<file path="src/rtl/prio_enc_scan.sv">
// Registered N-input priority encoder with optional sticky hold and a
// time-multiplexed active-low seven-segment display that shows the index in decimal.
module prio_enc_scan #(
  parameter  int unsigned N        = 16,
  parameter  int unsigned DIGITS   = 2,
  parameter  int unsigned SCAN_DIV = 1000,
  localparam int unsigned IW       = $clog2(N)
) (
  input  logic              clk,
  input  logic              rst_n,
  input  logic              en,
  input  logic [N-1:0]      x,
  input  logic              hold,
  input  logic              clr,
  output logic [IW-1:0]     y,
  output logic              valid,
  output logic              chg,
  output logic [7:0]        seg,
  output logic [DIGITS-1:0] an
);

  localparam int unsigned CW = (SCAN_DIV > 1) ? $clog2(SCAN_DIV) : 1;
  localparam int unsigned DW = (DIGITS > 1) ? $clog2(DIGITS) : 1;

  logic [N-1:0]  x_q;
  logic          en_q;
  logic          latched;
  logic [IW-1:0] top_idx;
  logic [IW-1:0] y_nxt;
  logic          valid_nxt;
  logic          latched_nxt;
  logic [CW-1:0] scan_cnt;
  logic [DW-1:0] dig;
  logic [3:0]    digit_val;
  int unsigned   rem;

  function automatic logic [7:0] pat(input logic [3:0] d);
    case (d)
      4'd0:    pat = 8'b11111100;
      4'd1:    pat = 8'b01100000;
      4'd2:    pat = 8'b11011010;
      4'd3:    pat = 8'b11110010;
      4'd4:    pat = 8'b01100110;
      4'd5:    pat = 8'b10110110;
      4'd6:    pat = 8'b10111110;
      4'd7:    pat = 8'b11100000;
      4'd8:    pat = 8'b11111110;
      4'd9:    pat = 8'b11110110;
      default: pat = 8'b00000000;
    endcase
  endfunction

  // Ascending scan so the highest set bit wins.
  always_comb begin
    top_idx = '0;
    for (int unsigned i = 0; i < N; i++) begin
      if (x_q[i]) top_idx = IW'(i);
    end
  end

  // Sticky result is kept only while hold stays high; dropping hold resumes tracking at once.
  always_comb begin
    y_nxt       = y;
    valid_nxt   = valid;
    latched_nxt = latched;
    if (clr) begin
      y_nxt       = '0;
      valid_nxt   = 1'b0;
      latched_nxt = 1'b0;
    end else if (!(latched && hold)) begin
      latched_nxt = 1'b0;
      if (!en_q || (x_q == '0)) begin
        y_nxt     = '0;
        valid_nxt = 1'b0;
      end else begin
        y_nxt       = top_idx;
        valid_nxt   = 1'b1;
        latched_nxt = hold;
      end
    end
  end

  always_ff @(posedge clk or negedge rst_n) begin
    if (!rst_n) begin
      x_q     <= '0;
      en_q    <= 1'b0;
      y       <= '0;
      valid   <= 1'b0;
      latched <= 1'b0;
      chg     <= 1'b0;
    end else begin
      x_q     <= x;
      en_q    <= en;
      y       <= y_nxt;
      valid   <= valid_nxt;
      latched <= latched_nxt;
      chg     <= ({valid_nxt, y_nxt} != {valid, y});
    end
  end

  always_ff @(posedge clk or negedge rst_n) begin
    if (!rst_n) begin
      scan_cnt <= '0;
      dig      <= '0;
    end else if (scan_cnt == CW'(SCAN_DIV - 1)) begin
      scan_cnt <= '0;
      dig      <= (dig == DW'(DIGITS - 1)) ? '0 : dig + DW'(1);
    end else begin
      scan_cnt <= scan_cnt + CW'(1);
    end
  end

  // Decimal digit of y selected by the current scan position.
  always_comb begin
    rem       = 32'(y);
    digit_val = '0;
    for (int unsigned k = 0; k < DIGITS; k++) begin
      if (DW'(k) == dig) digit_val = 4'(rem % 10);
      rem = rem / 10;
    end
  end

  always_ff @(posedge clk or negedge rst_n) begin
    if (!rst_n) begin
      seg <= 8'hFF;
      an  <= '1;
    end else begin
      an  <= ~(DIGITS'(1) << dig);
      seg <= valid ? ~pat(digit_val) : 8'b11111101;
    end
  end

endmodule

</file>
<file path="config.mk">
export PLATFORM = sky130hd
export DESIGN_NAME = prio_enc_scan
export DESIGN_NICKNAME = d
export VERILOG_FILES = /design/src/rtl/prio_enc_scan.sv
export SDC_FILE = /design/constraint.sdc
export NUM_CORES = 1
export LEC_CHECK = 0
export ABC_AREA = 1
export CAP_MARGIN = 10
export CORE_ASPECT_RATIO = 0.7
export CORE_MARGIN = 8
export CORE_UTILIZATION = 45
export DETAILED_ROUTE_END_ITERATION = 7
export GPL_ROUTABILITY_DRIVEN = 1
export HOLD_SLACK_MARGIN = 0.03
export PLACE_DENSITY = 0.81
export SETUP_SLACK_MARGIN = 0.02
export SLEW_MARGIN = 20
export SYNTH_ARGS = -nofsm -noshare
export SYNTH_HDL_FRONTEND = slang
export SYNTH_SLANG_ARGS = --single-unit
</file>
<file path="constraint.sdc">
create_clock -name clk -period 2.9 [get_ports clk]
set_input_delay 0.58 -clock clk [delete_from_list [all_inputs] [get_ports clk]]
set_output_delay 0.58 -clock clk [all_outputs]
set_load 0.02 [all_outputs]
</file>
==> summary.md <==
| Metric | Value |
|---|---|
| Synth cell types | 30 |
| Ys flop type | dfrtp_1 |
| Commonest cells after routing, fill and taps aside | nand2_1, inv_1, dfrtp_1 |
| # setup viols final | 0 |
| Post-CTS Hold Fix Bufs | 0 |
| Post-route ant nets | 0 |
| Vias in the first global route | 1563 |
| Routed len/inst | 11.5 um |
| Synth warnings | 0 |
| CTS max path bufs | 2 |
| Clk_skew | 2.67 ps |
| Reg clk slew, reported paths | 80 ps |
| Critical Path Source Type | flop |
| Die W | 95.8 um |
| Unrepaired setup endpoints after global routing | no |
| Commonest non-fill, non-tap cell in the layout | nand2_1 |
| Clk_lat worst skew | 290 ps |
| Detailed Route WL | 3.79 mm |
| Slew headroom | 38.8% |
| Die area | 6880 um^2 |
| Tightest Pin Transition | 918 ps |
| Largest cells by area after synthesis | dfrtp_1, dfstp_2, nand2_1 |
| Worst Path Arrival | 2270 ps |
| Sink Count | 44 |
| Hold Path Class | input pin to async pin |
| Post-synth top area share | 43.7% |
| Vias | 1523 |
| Static Leak | 0.00127 uW |
| CTS root buffer | clkbuf_8 |
| Peak fanout along the critical path | 6 |
| Initial antenna violation count | 0 |
| Maximum number of pins on one net before global-route repair | 45 |
| Async SR Flop Fraction | 100% |
| Core area | 4300 um^2 |
| Max VDD drop | 0.000285 V |
| First-pass GRT wire length | 6.74 mm |
| Number of nets in the layout | 300 |
| Dpl hpwl | 2.96 mm |
| Setup_tns | 0 ps |
| Final GP Congestion | 0.794 |
| Share of layout cells above drive strength 1 | 12.5% |
| PortBufs | 35 |
| Setup bufs post-CTS | 0 |
| Setup crit end kind | flop |
| Worst EP required | 3120 ps |
| Fin. Hold Viols | 0 |
| Min Hold Slack | 416 ps |
| CTS tree | yes |
| H-tree depth | 2 |
| Post-layout min period | 2050 ps |
| Fin crit share | 70.7% |
| Initial core utilization | 46.6% |
| Mean area per synthesized cell | 8.68 um^2 |
| Fillcell total | 390 |
| Cell area after synthesis | 2010 um^2 |
| Yosys top cell by area | dfrtp_1 |
| Storage element area | 1110 um^2 |
| #FFs+latches synth | 44 |
| Status | finished, final reports clean |
| Number of synthesized flops with an enable pin | 0 |
| Drt pass-1 iters | 4 |
| DRC violations left | 0 |
| Fmax | 0.488 GHz |
| Core Rows | 20 |
| Die Y-Extent | 71.9 um |
| Worst reg2reg setup slack | 850 ps |
| Max_cap viols | 0 |
| N_diodes | 0 |
| Syn nets | 259 |
| Sequential-to-total area share from yosys stat | 55.5% |
| 1st-iter DRT viols | 58 |
| CP Class | flop to flop |
| Number of CTS-inserted buffers | 5 |
| Total gr overflow | 0 |
| Area occupied by multi-input gates | 702 um^2 |
| I/O Pins | 37 |
| Max-slew violations | 0 |
| CTS resizes | 0 |
| Cells after Synth | 231 |
| Pwr Density | 496 nW/um^2 |
| Global Route Usage Sum | 12.6% |
| Via density | 4.64 |
| Area grow syn2layout | 25.3% |
synth_stat cells (3+ instances only):
library cell and n:
nor3_1 3, inv_1 41, xor2_1 3, nor2_2 6, o21ai_1 9, ha_1 7, inv_2 6, a21oi_1 8
nor2_1 18, nand3_1 9, nand2_1 55, dfrtp_1 35, o21ai_0 3, dfstp_2 9
metrics by stage:
| stage | power (uW) | instances | worst slack [ps] | util (%) | instance area [um^2] |
|---|---|---|---|---|---|
| 2_1_floorplan | 766 | 231 | 990 | - | 2010 |
| 3_3_place_gp | 843 | 320 | 876 | 56.0 | 2410 |
| 3_5_place_dp | 850 | 320 | 794 | 56.0 | 2410 |
| 4_1_cts | 1270 | 328 | 882 | 58.4 | 2510 |
| 5_1_grt | 1330 | 328 | 708 | 58.4 | 2510 |
| 6_report | 1250 | 328 | 850 | 58.4 | 2510 |
state kept, by name, summed over array words and instances, names as in the netlist:
register  count
an            2
chg           1
dig           1
en_q          1
latched       1
scan_cnt     10
seg           7
valid         1
x_q          16
y             4
cell families (layout without fill, tap and decap cells):
group	Yosys count	after routing	synth area share, %
adders and majority gates	7	7	4.37
buffers and inverters	50	92	9.54
AOI/OAI and AO/OA	27	27	7.49
xor gates and xnor gates	5	5	2.18
other	1	1	0.187
DFF	44	44	55.5
and+or+nand+nor	97	97	20.8
area by class of cell:
class / count / area share (%)
tap: 55 / 2.74
multi-input combinational: 137 / 27.9
sequential: 44 / 44.3
timing repair buffer: 35 / 13.7
clock buffer: 8 / 3.98
inverter: 49 / 7.32
where the power goes:
group | switching [uW] | total, uW | internal [uW]
registers | 14.4 | 659 | 645
logic | 99.2 | 178 | 78.3
clock network | 193 | 410 | 217
total | 307 | 1250 | 940
worst max-delay path, stage by stage, from the launching register on:
cell and delay [ps]:
dfrtp_1 450, nor2_1 160, nand2_1 120, xnor2_1 430, inv_1 130, ha_1 210
or2_1 250, o211ai_1 120, a21oi_1 100
final timing paths:
kind | startpoint | end | cells after the start
max | dig$_DFFE_PN0N_ | seg[1]$_DFF_PN1_ | 8
min | rst_n | y[0]$_DFF_PN0_ | 1
max reg2reg | dig$_DFFE_PN0N_ | seg[1]$_DFF_PN1_ | 8
min reg2reg | dig$_DFFE_PN0N_ | an[0]$_DFF_PN1_ | 0
max in group asynchronous | rst_n | scan_cnt[9]$_DFF_PN0_ | 1
min in group clk | dig$_DFFE_PN0N_ | an[0]$_DFF_PN1_ | 0
routing by layer:
| metal | track usage (%) | part of all wire (%) | routed length, um | vias up |
|---|---|---|---|---|
| met1 | 15.1 | 44 | 1680 | 686 |
| met2 | 18.7 | 44 | 1680 | 42 |
| li1 | - | - | - | 783 |
| met4 | 7.13 | 2.6 | 100 | 0 |
| met5 | 0 | 0 | 0 | - |
| met3 | 5.01 | 8.6 | 327 | 12 |
No activity file was read; power rests on OpenSTA's default activity.
